==> config.mk <==
export PLATFORM = sky130hd
export DESIGN_NAME = muldiv_unit
export DESIGN_NICKNAME = d
export VERILOG_FILES = /design/src/rtl/muldiv_pkg.sv /design/src/rtl/muldiv_negate.sv /design/src/rtl/muldiv_unit.sv
export SDC_FILE = /design/constraint.sdc
export NUM_CORES = 1
export LEC_CHECK = 0
export BUFFER_PORTS_ARGS = -buffer_cell sky130_fd_sc_hd__buf_2
export CORE_MARGIN = 10
export CORE_UTILIZATION = 55
export CTS_CLUSTER_SIZE = 10
export DETAILED_ROUTE_END_ITERATION = 7
export GPL_TIMING_DRIVEN = 0
export PLACE_DENSITY_LB_ADDON = 0.15
export SLEW_MARGIN = 10
export SYNTH_ARGS = -nofsm -noshare
export SYNTH_HDL_FRONTEND = slang
export SYNTH_SLANG_ARGS = --single-unit
==> constraint.sdc <==
create_clock -name clk -period 5.3 [get_ports clk]
set_input_delay 0.53 -clock clk [delete_from_list [all_inputs] [get_ports clk]]
set_output_delay 0.53 -clock clk [all_outputs]
set_load 0.02 [all_outputs]
==> src/rtl/muldiv_pkg.sv <==
// Shared types for the iterative RV32M multiply/divide unit.
package muldiv_pkg;

  typedef enum logic [2:0] {
    OP_MUL    = 3'b000,
    OP_MULH   = 3'b001,
    OP_MULHSU = 3'b010,
    OP_MULHU  = 3'b011,
    OP_DIV    = 3'b100,
    OP_DIVU   = 3'b101,
    OP_REM    = 3'b110,
    OP_REMU   = 3'b111
  } op_e;

  typedef enum logic [1:0] {
    S_IDLE,
    S_BUSY,
    S_FINISH
  } state_e;

  function automatic int cnt_width(input int dw);
    return $clog2(dw) + 1;
  endfunction

  localparam int DATA_WIDTH_DEF = 32;
  localparam int CNT_W          = cnt_width(DATA_WIDTH_DEF);

endpackage

==> src/rtl/muldiv_negate.sv <==
// Conditional two's-complement negator.
module muldiv_negate #(
  parameter int W = 32
) (
  input  logic [W-1:0] i_val,
  input  logic         i_neg,
  output logic [W-1:0] o_val
);

  assign o_val = i_neg ? (W'(0) - i_val) : i_val;

endmodule

==> src/rtl/muldiv_unit.sv <==
// Iterative RV32M unit: shift-add multiplier and restoring divider sharing one
// 2*W product/remainder register, fixed latency regardless of op.
module muldiv_unit
  import muldiv_pkg::*;
#(
  parameter int DATA_WIDTH = 32
) (
  input  logic                  clk,
  input  logic                  rst_n,
  input  logic                  start,
  input  logic [2:0]            op,
  input  logic [DATA_WIDTH-1:0] SrcA,
  input  logic [DATA_WIDTH-1:0] SrcB,
  input  logic                  flush,
  output logic                  busy,
  output logic                  done,
  output logic [DATA_WIDTH-1:0] Result,
  output logic                  Zero
);

  localparam int W  = DATA_WIDTH;
  localparam int CW = cnt_width(W);

  state_e          r_state;
  op_e             r_op;
  logic [CW-1:0]   r_cnt;
  logic            r_aneg, r_bneg, r_special, r_busy, r_done, r_zero;
  logic [W-1:0]    r_opnd, r_spec, r_result;
  logic [2*W-1:0]  r_prod;

  op_e             w_op;
  logic            w_a_neg, w_b_neg, w_div0, w_ovf;
  logic [W-1:0]    w_mag_a, w_mag_b, w_spec_val, w_dfix, w_res;
  logic [W:0]      w_msum, w_dshift, w_ddiff;
  logic [2*W-1:0]  w_mul_step, w_div_step, w_pfix;

  assign w_op    = op_e'(op);
  assign w_a_neg = SrcA[W-1] & ((w_op == OP_MULH) || (w_op == OP_MULHSU) ||
                                (w_op == OP_DIV)  || (w_op == OP_REM));
  assign w_b_neg = SrcB[W-1] & ((w_op == OP_MULH) || (w_op == OP_DIV) ||
                                (w_op == OP_REM));

  muldiv_negate #(.W(W)) u_mag_a (.i_val(SrcA), .i_neg(w_a_neg), .o_val(w_mag_a));
  muldiv_negate #(.W(W)) u_mag_b (.i_val(SrcB), .i_neg(w_b_neg), .o_val(w_mag_b));

  // Divide-by-zero and signed overflow bypass the iteration entirely.
  assign w_div0 = op[2] && (SrcB == '0);
  assign w_ovf  = ((w_op == OP_DIV) || (w_op == OP_REM)) &&
                  (SrcA == {1'b1, {(W-1){1'b0}}}) && (SrcB == '1);

  always_comb begin
    w_spec_val = '0;
    if (w_div0)     w_spec_val = op[1] ? SrcA : '1;
    else if (w_ovf) w_spec_val = op[1] ? '0   : SrcA;
  end

  // Multiply: conditional add into the high half, then shift right.
  assign w_msum     = {1'b0, r_prod[2*W-1:W]} + (r_prod[0] ? {1'b0, r_opnd} : {(W+1){1'b0}});
  assign w_mul_step = {w_msum, r_prod[W-1:1]};

  // Divide: high half is the partial remainder, low half shifts dividend out / quotient in.
  assign w_dshift   = {r_prod[2*W-1:W], r_prod[W-1]};
  assign w_ddiff    = w_dshift - {1'b0, r_opnd};
  assign w_div_step = w_ddiff[W] ? {w_dshift[W-1:0], r_prod[W-2:0], 1'b0}
                                 : {w_ddiff[W-1:0],  r_prod[W-2:0], 1'b1};

  muldiv_negate #(.W(2*W)) u_fix_p (
    .i_val(r_prod), .i_neg(r_aneg ^ r_bneg), .o_val(w_pfix));
  muldiv_negate #(.W(W)) u_fix_d (
    .i_val(r_op[1] ? r_prod[2*W-1:W] : r_prod[W-1:0]),
    .i_neg(r_op[1] ? r_aneg : (r_aneg ^ r_bneg)),
    .o_val(w_dfix));

  assign w_res = r_special ? r_spec :
                 r_op[2]   ? w_dfix :
                 (r_op == OP_MUL) ? w_pfix[W-1:0] : w_pfix[2*W-1:W];

  always_ff @(posedge clk or negedge rst_n) begin
    if (!rst_n) begin
      r_state   <= S_IDLE;
      r_op      <= OP_MUL;
      r_cnt     <= '0;
      r_aneg    <= 1'b0;
      r_bneg    <= 1'b0;
      r_special <= 1'b0;
      r_busy    <= 1'b0;
      r_done    <= 1'b0;
      r_zero    <= 1'b1;
      r_opnd    <= '0;
      r_spec    <= '0;
      r_result  <= '0;
      r_prod    <= '0;
    end else begin
      r_done <= 1'b0;
      if (flush) begin
        r_state <= S_IDLE;
        r_busy  <= 1'b0;
      end else begin
        case (r_state)
          S_IDLE: if (start) begin
            r_op      <= w_op;
            r_aneg    <= w_a_neg;
            r_bneg    <= w_b_neg;
            r_opnd    <= op[2] ? w_mag_b : w_mag_a;
            r_prod    <= {{W{1'b0}}, (op[2] ? w_mag_a : w_mag_b)};
            r_cnt     <= '0;
            r_special <= w_div0 | w_ovf;
            r_spec    <= w_spec_val;
            r_busy    <= 1'b1;
            r_state   <= (w_div0 | w_ovf) ? S_FINISH : S_BUSY;
          end
          S_BUSY: begin
            r_prod <= r_op[2] ? w_div_step : w_mul_step;
            r_cnt  <= r_cnt + 1'b1;
            if (r_cnt == CW'(W-1)) r_state <= S_FINISH;
          end
          S_FINISH: begin
            r_result <= w_res;
            r_zero   <= (w_res == '0);
            r_done   <= 1'b1;
            r_busy   <= 1'b0;
            r_state  <= S_IDLE;
          end
          default: r_state <= S_IDLE;
        endcase
      end
    end
  end

  assign busy   = r_busy;
  assign done   = r_done;
  assign Result = r_result;
  assign Zero   = r_zero;

endmodule

# ---- Word level (Yosys, flattened, before mapping)
# Index checks and enable logic that the tools add are counted.
dict set report classes {
  add_sub_neg 7
  eq_ne 12
  reduce_logical 20
  bitwise_logic 5
  n_mux 32
}
# cell n
set op_table {}
lappend op_table {{32-bit two-way mux} 14}
lappend op_table {{64-bit two-way mux} 4}
lappend op_table {{64-bit one-hot mux with 2 select lines} 1}
lappend op_table {{1-bit by 32-bit subtractor with 32-bit output (first input constant)} 3}
lappend op_table {{32-bit equality test (second input constant)} 2}
lappend op_table {{32-bit zero test} 2}
lappend op_table {{1-bit by 64-bit subtractor with 64-bit output (first input constant)} 1}
lappend op_table {{32-bit by 32-bit adder with 33-bit output} 1}
lappend op_table {{33-bit by 32-bit subtractor with 33-bit output} 1}
lappend op_table {{6-bit one-hot mux with 2 select lines} 1}
lappend op_table {{2-bit two-way mux} 4}
lappend op_table {{6-bit by 1-bit adder with 6-bit output (second input constant)} 1}
lappend op_table {{3-bit equality test (second input constant)} 2}
lappend op_table {{6-bit by 5-bit equality test with 1-bit output (second input constant)} 1}
lappend op_table {{1-bit logical OR} 6}
lappend op_table {{6-bit two-way mux} 1}
lappend op_table {{3-bit != test (second input constant)} 2}
lappend op_table {{2-bit AND reduction} 3}
lappend op_table {{3-bit AND reduction} 2}
lappend op_table {{1-bit two-way mux} 5}
lappend op_table {{2-bit one-hot mux with 2 select lines} 1}
lappend op_table {{3-bit by 1-bit equality test with 1-bit output (second input constant)} 1}
lappend op_table {{3-bit by 2-bit equality test with 1-bit output (second input constant)} 1}
lappend op_table {{1-bit logical AND} 3}
lappend op_table {{12 further kinds} 13}
dict set report word_totals {
  regBits 177
  elab_cells 89
  inputBits 71
}

# ---- Depth between registers and ports, before layout
# Gate-level depths: netlist (run 1).
dict set report depth {
  ltp_word 9
  depth_mapped 18
}

# ---- Modules after synthesis
# A second synthesis (run 1) with hierarchy kept.
dict set report hier_totals {
  cells_unflattened 2165
  hier_area_um2 17377.9
}
# mod area_each_um2 seq_area_each_um2 cells_per_inst instances
set modules_own_cells {}
lappend modules_own_cells {muldiv_unit 13538.0 4430.5 1632 1}
lappend modules_own_cells {{muldiv_negate at u_fix_d ...} 767.0 0.0 108 3}
lappend modules_own_cells {{muldiv_negate at u_fix_p} 1539.0 0.0 209 1}

# ---- Least setup slack after synthesis (run 1)
# Ideal clock, no wire load.
dict set report synth_path {
  path_kind {reg-to-reg}
  from {register r_op[1]}
  to {register r_zero (netlist: Zero)}
  setup_time_ns 0.062
  arrival_ns 4.196
  n_path_buf 6
  path_stages_with_launch 18
  setup_slack_ns 1.042
  t_required_ns 5.238
  path_cell_list {dfrtp_1 > clkbuf_1 > buf_2 > buf_2 > buf_2 > buf_1 > buf_1 > mux2i_1 > ha_1 > o21ai_0 > nor4_1 > nor3b_1 > a31oi_1 > xnor2_1 > a222oi_1 > nor4bb_1 > nand4_1 > nand2_1}
}
dict set report synth_between {
  elab_chain_len 6
  word_cells_on_any_way 9
  classes_between {1 x add/sub; 6 x mux; 2 x reduce/logical}
}
# element line
set synth_lines {}
lappend synth_lines {{from (decl)} muldiv_unit.sv:25} ;# op_e r_op;
lappend synth_lines {{from (signal assigned)} muldiv_unit.sv:101} ;# r_op <= w_op;
lappend synth_lines {{32-bit two-way mux} muldiv_unit.sv:70} ;# .i_val(r_op[1] ? r_prod[2*W-1:W] : r_prod[W-1:0]),
lappend synth_lines {{1-bit by 32-bit subtractor with 32-bit output} muldiv_negate.sv:10} ;# assign o_val = i_neg ? (W'(0) - i_val) : i_val;
lappend synth_lines {{32-bit two-way mux} muldiv_negate.sv:10}
lappend synth_lines {{32-bit two-way mux (*)} muldiv_unit.sv:75} ;# r_op[2] ? w_dfix :
lappend synth_lines {{32-bit two-way mux (*)} muldiv_unit.sv:74} ;# assign w_res = r_special ? r_spec :
lappend synth_lines {{32-bit zero test (*)} muldiv_unit.sv:119} ;# r_zero <= (w_res == '0);
lappend synth_lines {{to (signal assigned)} muldiv_unit.sv:119}
lappend synth_lines {{to (decl)} muldiv_unit.sv:27} ;# logic r_aneg, r_bneg, r_special, r_busy, r_done, r_zero;
# Every way passes the cells marked *; elsewhere a longest branch is shown, timed or not.
# A chain may end at the register's enable or synchronous reset.

# ---- Final worst setup path (run 1)
dict set report layout_path {
  from {register r_prod[10]}
  to {register r_zero (netlist: Zero)}
}
dict set report layout_between {
  elab_chain_len 6
  word_cells_on_any_way 9
  classes_between {2 x add/sub; 6 x mux; 1 x reduce/logical}
}
# element line
set layout_lines {}
lappend layout_lines {{from (decl)} muldiv_unit.sv:29} ;# logic [2*W-1:0] r_prod;
lappend layout_lines {{from (signal assigned)} muldiv_unit.sv:105} ;# r_prod <= {{W{1'b0}}, (op[2] ? w_mag_a : w_mag_b)};
lappend layout_lines {{from (signal assigned)} muldiv_unit.sv:113} ;# r_prod <= r_op[2] ? w_div_step : w_mul_step;
lappend layout_lines {{1-bit by 64-bit subtractor with 64-bit output or 32-bit two-way mux (tied branches)} {muldiv_negate.sv:10, muldiv_unit.sv:70}}
lappend layout_lines {{64-bit two-way mux or 1-bit by 32-bit subtractor with 32-bit output (tied branches)} muldiv_negate.sv:10}
lappend layout_lines {{32-bit two-way mux, on equally long branches} {muldiv_unit.sv:76, muldiv_negate.sv:10}}
lappend layout_lines {{32-bit two-way mux (*)} muldiv_unit.sv:75}
lappend layout_lines {{32-bit two-way mux (*)} muldiv_unit.sv:74}
lappend layout_lines {{32-bit zero test (*)} muldiv_unit.sv:119}
# Marks and branches as above.

==> results.md, run 1 <==
- Worst setup path endpoint: Zero
- Multiplexer share of the synthesized area: about 6%
- Unrepaired setup endpoints after global routing: no
- CP required: around 5700 ps
- Full die area: slightly below 40000 um^2
- Power per standard cell area: just under 700 nW/um^2
- DRC Markers: 0
- Number of nets with antenna violations after routing: 0
- Total via count in the routed design: 20490
- Final routed wire length divided by cell count: 28.40 um
- Clk Tree Root Cell: clkbuf_16
- GR Overflow Total: 0
- Mapped Nets: ~2500
- Count of buffers from port buffering: around 100
- Number of global-route vias before repair: ~19000
- Min Clock Period, post-route: 5302 ps
- Height of the die: roughly 200 um
- Commonest cells after routing, fill and taps aside: 268 x nor2_1, 257 x nand2_1, 190 x o21ai_0, 175 x dfrtp_1, 170 x a21oi_1
- Setup Crit Path Kind: reg -> reg
- Antenna violations before repair: 3
- Measured slew at the worst slew-check pin: approximately 1400 ps
- FF-to-FF setup slack: -2 ps
- Kind of capture point of the worst setup path: register
- H-tree lvl count: 4
- Placeable core area: between 30000 and 40000 um^2
- Setup skew after layout: 20.27 ps
- CTS tree: yes
- Total wire length: a little over 80 mm
- Element type at the critical path start: register
- Arrival time at the worst endpoint: ~5700 ps
- Max Fanout on Critical Path: 10
- XOR/XNOR share of the synthesized area: approximately 8.9%
- DP Worst Slack: -1615 ps
- Setup slack of the critical path after layout: -2.198 ps
- TritonCTS Sinks: between 150 and 200
- Slew headroom: slightly above 7%
- Fin. Hold Viols: 0
- Number of DRC violations after detailed-routing iteration 0: 3320
- Dominant combinational cell family by area after synthesis: compound AO/OA/AOI/OAI gates
- Top cells by area in the synthesized netlist: dfrtp_1 25%, nor2_1 5.7%, nand2_1 5.5%, o21ai_0 5.5%, mux2i_1 5.2%
- Commonest register cell after synthesis: dfrtp_1
- Clock tree buffer depth: 2
- Status: finished with violations
- P&R area growth vs syn: 10.28%
- Total half-perimeter wirelength after legalization and detailed placement: between 60 and 70 mm
- Cell accounting for the most synthesized area: dfrtp_1
- Total count of max-transition violations in the final report: 0
- Number of standard cells in the final layout excluding fillers: between 2000 and 3000
- Fraction of final layout cells with drive strength greater than 1: about 8.3%
- Number of cells traversed by the worst register-to-register path: 12
- Die boundary width: between 150 and 200 um
- Final cell area excluding filler cells: 19300 um^2
- Mean area per synthesized cell: roughly 7.4 um^2
- Starting density of the core: 55.60%
- Number of synthesized flops with an enable pin: 0
- Post-cts hold buffer count: 0
- Worst IR Drop VDD: 0.0003880 V
- Most common library cell in the layout ignoring fill and taps: nor2_1
- Placed insts: ~2900
- Basic-gate share of the synthesized area counting and, or, nand and nor cells: about a quarter
- Initial DRT Pass Iterations: 6
- Static Leak: approximately 8.4 nW
- Final standard cell utilization of the core: 61.31%
- Count of distinct cell types in the synthesized netlist: 81
- Number of setup violations in the final report: 1
- Placed standard-cell area: around 19000 um^2
- Largest net degree at the start of global routing: 102
- Synth Register Bits: approximately 180
- Placement Rows: 65
- Post-Synth Adder-Cell Area: 5.234%
- Achievable clock frequency: between 0.15 and 0.2 GHz
- Failing checks: negative setup slack
- Clock latency on the worst-skew pair: ~480 ps
- Gate Count Post-Synth: around 2400
- Worst hold path type: in -> async
- Total standard cell area after synthesis: between 15000 and 20000 um^2
- Share of synthesized flip-flops with an asynchronous set or reset: 100.0%
- Number of buffers created by CTS: 17
- Share of the yosys chip area belonging to registers: between 20% and 30%
- Total power after layout: 0.01325 W
- Area fraction of the dominant cell type after synthesis: 25.17%
- Global-route total usage across every layer: 41.16%
- Final GP Congestion: 1.127
- YS warnings: 0
- Start point of the critical path: r_prod[10]
- Net count reported at finish: around 2600
- Clock edge transition at the registers on the reported setup and hold paths: 80 ps
- Final worst-path cycle share: 100.0%
- First-pass GRT wire length: between 100 and 150 mm
- Worst reg2reg path startpoint: r_prod[10]
- Vias per std cell: ~7.1
- Max-Cap Viols: 0
- Terminus of the critical flop-to-flop path: Zero
- Io pins: ~110
- Compound-gate portion of the synthesized area: roughly 25%
-- power breakdown --
group | switching, W | internal (W) | leakage, nW
Clock | 0.000707 | 0.000692 | 0.307
Combinational | 0.00646 | 0.00311 | 5.76
Sequential | 0.000498 | 0.00179 | 2.30
Total | 0.00766 | 0.00559 | 8.37
-- through the flow --
step	setup TNS (ps)	hold slack (ps)
global route	0	55.75
floorplan	0	234.4
detailed placement	-8372	460.2
finish	-2.198	5.541
global placement	-8266	449.6
CTS	0	48.24
-- worst min path at each step --
stage	to	from	slack (ps)	cells past startpoint
after global routing	done	rst_n	60	1
after floorplan	Result[0]	rst_n	230	0
after CTS	done	rst_n	50	1
after detailed placement	Zero	Zero	460	2
after global placement	Zero	Zero	450	2
final	done	rst_n	6	1
-- registers in the layout (all words and copies together), names as in the netlist --
signal / count
r_bneg: 1
r_spec: 32
r_special: 1
r_opnd: 32
r_aneg: 1
r_op: 3
Result: 32
done: 1
Zero: 1
busy: 1
r_state: 2
r_prod: 64
r_cnt: 6
-- cells in the mapped netlist, types with 19 or more instances --
cell	count
xnor2_1	93
ha_1	70
xor2_1	84
and3_1	19
o21ai_0	192
a21oi_1	170
a22oi_1	24
nand4_1	30
nor2_1	268
or3_1	23
clkbuf_1	151
o211ai_1	22
nand2_1	257
a31oi_1	30
mux2i_1	91
nor3_1	52
a21o_1	37
inv_1	76
dfrtp_1	176
nand3_1	90
or4_1	19
a211oi_1	30
nor4_1	41
-- routing by layer --
layer	wire length, um	track usage [%]	vias up
met1	30880	51.58	9577
li1	-	-	8813
met3	12320	15.58	394
met5	23	0	-
met2	32980	58.14	1699
met4	6159	26.14	4
-- critical path: stages (launching register included) --
cell	delay (ps)
dfrtp_1	370
clkbuf_1	350
nor4_1	990
nand3_1	480
nor3_1	740
buf_2	410
a311oi_1	150
a41o_1	270
a2111oi_2	380
nand4_1	210
nor4_2	530
nand4_1	210
nand2_1	130
-- kinds of logic after synthesis --
logic type	after synthesis
flops	177
simple gates	896
fa+ha+maj	72
mux	103
xor+xnor	177
buf+inv	251
compound gates	680
-- area by class of cell --
type,instances,area [um^2]
Antenna cell,4,10.01
Buffer,172,684.4
Clock buffer,17,425.4
Clock inverter,15,207.7
Fill cell,2903,12180
Inverter,77,289.0
Multi-Input combinational cell,1928,12160
Sequential cell,177,4432
Tap cell,402,503.0
Timing Repair Buffer,108,583.1
-- timing repair --
| item | in CTS | in global routing |
|---|---|---|
| endpoints found under the setup margin | 13 | 11 |
| pin swaps | 2 | 0 |
| buffers inserted | 3 | 0 |
| resized for setup | 13 | 7 |
| cloned | 0 | 0 |
No activity file was read; power rests on OpenSTA's default activity.
==> run 2, diff against run 1 <==
CORE_MARGIN = default   (was 10)
GPL_TIMING_DRIVEN = 1   (was 0)
PLACE_DENSITY = 0.73   (was default)
PLACE_DENSITY_LB_ADDON = default   (was 0.15)
==> run 2 against run 1 <==
Effect of this change:
- the flow now finishes without violations
- sequential power is 13% higher
- clock-buffer cell count rose by 1
- critical path depth decreased by 2
- highest routed layer unchanged
==> results.md, run 2 (synthesis results as in run 1) <==
- DRC Markers: 0 (unchanged)
- Most common library cell in the layout ignoring fill and taps: nor2_1 (unchanged)
- Final worst-path cycle share: 84.14% (was 100.0%)
- Number of cells traversed by the worst register-to-register path: 10 (was 12)
- Clock edge transition at the registers on the reported setup and hold paths: 80 ps (about the same)
- Final GP Congestion: 1.063 (was 1.127)
- Measured slew at the worst slew-check pin: 1176 ps (was 1380 ps)
- Antenna violations before repair: 2 (was 3)
- Starting density of the core: 56.61% (was 55.60%)
- Cell-by-cell trace of the critical path: nor4_1 > nand2_1 > or4_1 > or3_1 > a21oi_1 > or4_1 > or3b_1 > nor4_1 > nand4_1 > nand2_1 (was clkbuf_1 > nor4_1 > nand3_1 > nor3_1 > buf_2 > a311oi_1 > a41o_1 > a2111oi_2 > nand4_1 > nor4_2 > nand4_1 > nand2_1)
- Status: finished, final reports clean (was finished with violations)
- Vias per std cell: 7.036 (was 7.064)
- Static Leak: 8.374 nW (was 8.367 nW)
- Unrepaired setup endpoints after global routing: no (unchanged)
- Fin. Hold Viols: 0 (unchanged)
- Global-route total usage across every layer: 45.29% (was 41.16%)
- Worst hold path type: in -> async (unchanged)
- Commonest cells after routing, fill and taps aside: 266 x nor2_1, 256 x nand2_1, 192 x o21ai_0, 174 x dfrtp_1, 170 x a21oi_1 (was 268 x nor2_1, 257 x nand2_1, 190 x o21ai_0, 175 x dfrtp_1, 170 x a21oi_1)
- First-pass GRT wire length: 110.8 mm (was 120.5 mm)
- Max-Cap Viols: 0 (unchanged)
- H-tree lvl count: 4 (unchanged)
- Height of the die: 180.4 um (was 198.4 um)
- Placed standard-cell area: 18370 um^2 (was 18580 um^2)
- Number of DRC violations after detailed-routing iteration 0: 3071 (was 3320)
- Setup Crit Path Kind: reg -> reg (unchanged)
- DP Worst Slack: 1126 ps (was -1615 ps)
- CTS tree: yes (unchanged)
- Number of buffers created by CTS: 17 (unchanged)
- Count of antenna diodes in the layout: 0 (was 4)
- Number of flip-flops in the largest register: 64 (unchanged)
- Total via count in the routed design: 19510 (was 20490)
- Power per standard cell area: 677.5 nW/um^2 (was 686.6 nW/um^2)
- Clk Tree Root Cell: clkbuf_16 (unchanged)
- Fraction of final layout cells with drive strength greater than 1: 10.69% (was 8.260%)
- Slew headroom: 21.33% (was 7.279%)
- Worst reg2reg path startpoint: r_prod[10] (unchanged)
- Register with the most flip-flops: r_prod (unchanged)
- Total Negative Setup Slacks: 0 ps (was -2.198 ps)
- GR Overflow Total: 0 (unchanged)
- Arrival time at the worst endpoint: 4870 ps (was 5710 ps)
- Post-cts resize count: 0 (was 13)
- Maximum cell stage delay along the critical path: 920 ps (was 990 ps)
- Initial DRT Pass Iterations: 6 (unchanged)
- Placeable core area: 30910 um^2 (was 31470 um^2)
- Achievable clock frequency: 0.2243 GHz (was 0.1886 GHz)
- Io pins: 106 (unchanged)
- Final cell area excluding filler cells: 18950 um^2 (was 19300 um^2)
- Kind of capture point of the worst setup path: register (unchanged)
- Max Fanout on Critical Path: 10 (unchanged)
- TritonCTS Sinks: 177 (unchanged)
- Number of setup violations in the final report: 0 (was 1)
- Terminus of the critical flop-to-flop path: Zero (unchanged)
- Number of global-route vias before repair: 17910 (was 19120)
- Setup slack of the critical path after layout: 840.7 ps (was -2.198 ps)
- Post-cts hold buffer count: 0 (unchanged)
- Placement Rows: 64 (was 65)
- Final routed wire length divided by cell count: 26.76 um (was 28.40 um)
- Count of buffers from port buffering: 105 (was 103)
- Total half-perimeter wirelength after legalization and detailed placement: 56.11 mm (was 63.98 mm)
- FF-to-FF setup slack: 840 ps (was -2 ps)
- Die boundary width: 180.4 um (was 198.4 um)
- Net count reported at finish: 2507 (was 2624)
- Element type at the critical path start: register (unchanged)
- Total count of max-transition violations in the final report: 0 (unchanged)
- Highest-delay cell along the critical path: nor4_1 (unchanged)
- Clock latency on the worst-skew pair: 470 ps (was 480 ps)
- Full die area: 32530 um^2 (was 39350 um^2)
- P&R area growth vs syn: 8.316% (was 10.28%)
- Total wire length: 74.21 mm (was 82.36 mm)
- Worst IR Drop VDD: 0.0003117 V (was 0.0003880 V)
- Setup skew after layout: 13.71 ps (was 20.27 ps)
- Min Clock Period, post-route: 4459 ps (was 5302 ps)
- Number of nets with antenna violations after routing: 0 (unchanged)
- Post-CTS setup buffer count: 0 (was 3)
- CP required: 5710 ps (about the same)
- Largest net degree at the start of global routing: 112 (was 102)
- Clock tree buffer depth: 2 (unchanged)
-- run 2: changes by cell type in the layout (fill, tap and decap cells not counted), sizes merged --
cell      previous run  this run
clkinv               7         6
buf                129       163
bufinv               1         0
clkinvlp             0         1
diode                4         0
clkbuf             168        18
-- run 2: per-layer routing --
layer / global-route usage (%) / part of all wire (%) / wire length, um / vias up
li1: - / - / - / 8578
met3: 14.17 / 13 / 9683 / 302
met2: 64.73 / 40 / 29950 / 1384
met5: 0 / 0.039 / 29 / -
met4: 28.92 / 7.2 / 5345 / 4
met1: 59.06 / 39 / 29200 / 9244
-- run 2: stage by stage --
step	util, %	total power, W	hold WS [ps]	instances
floorplan	-	0.008228	234.4	2356
global placement	59.44	0.01098	457.3	2741
detailed placement	59.44	0.01105	459.4	2741
CTS	61.32	0.01240	79.32	2773
global route	61.32	0.01344	104.1	2773
finish	61.32	0.01284	43.50	2773
-- run 2: how the worst max path moves through the flow --
stage                            end       start  slack (ps)
after floorplan                 Zero     r_op[1]        1040
after global placement          Zero   r_prod[1]        1140
after detailed placement        Zero   r_prod[1]        1130
after CTS                 r_prod[34]  r_prod[34]        1040
after global routing      r_prod[43]  r_prod[31]         590
final                           Zero  r_prod[10]         840
-- run 2: area by class of cell --
cell class	count	area, um^2
clock inverters	14	142.6
repair buffers	163	979.7
fillers	2870	11960
inverters	77	289.0
multi-input cells	1928	12170
well taps	396	495.5
flip-flops and latches	177	4433
clock buffers	18	439.2
-- run 2: power by group --
| group | switching [W] | internal (W) |
|---|---|---|
| logic | 0.00581 | 0.00314 |
| registers | 0.000790 | 0.00179 |
| clock network | 0.000674 | 0.000640 |
-- run 2: worst max-delay path, delay by kind of cell (launching register included) --
kind / cells / cell delay [ps]
flops: 1 / 570
simple gates: 9 / 3530
compound gates: 1 / 300
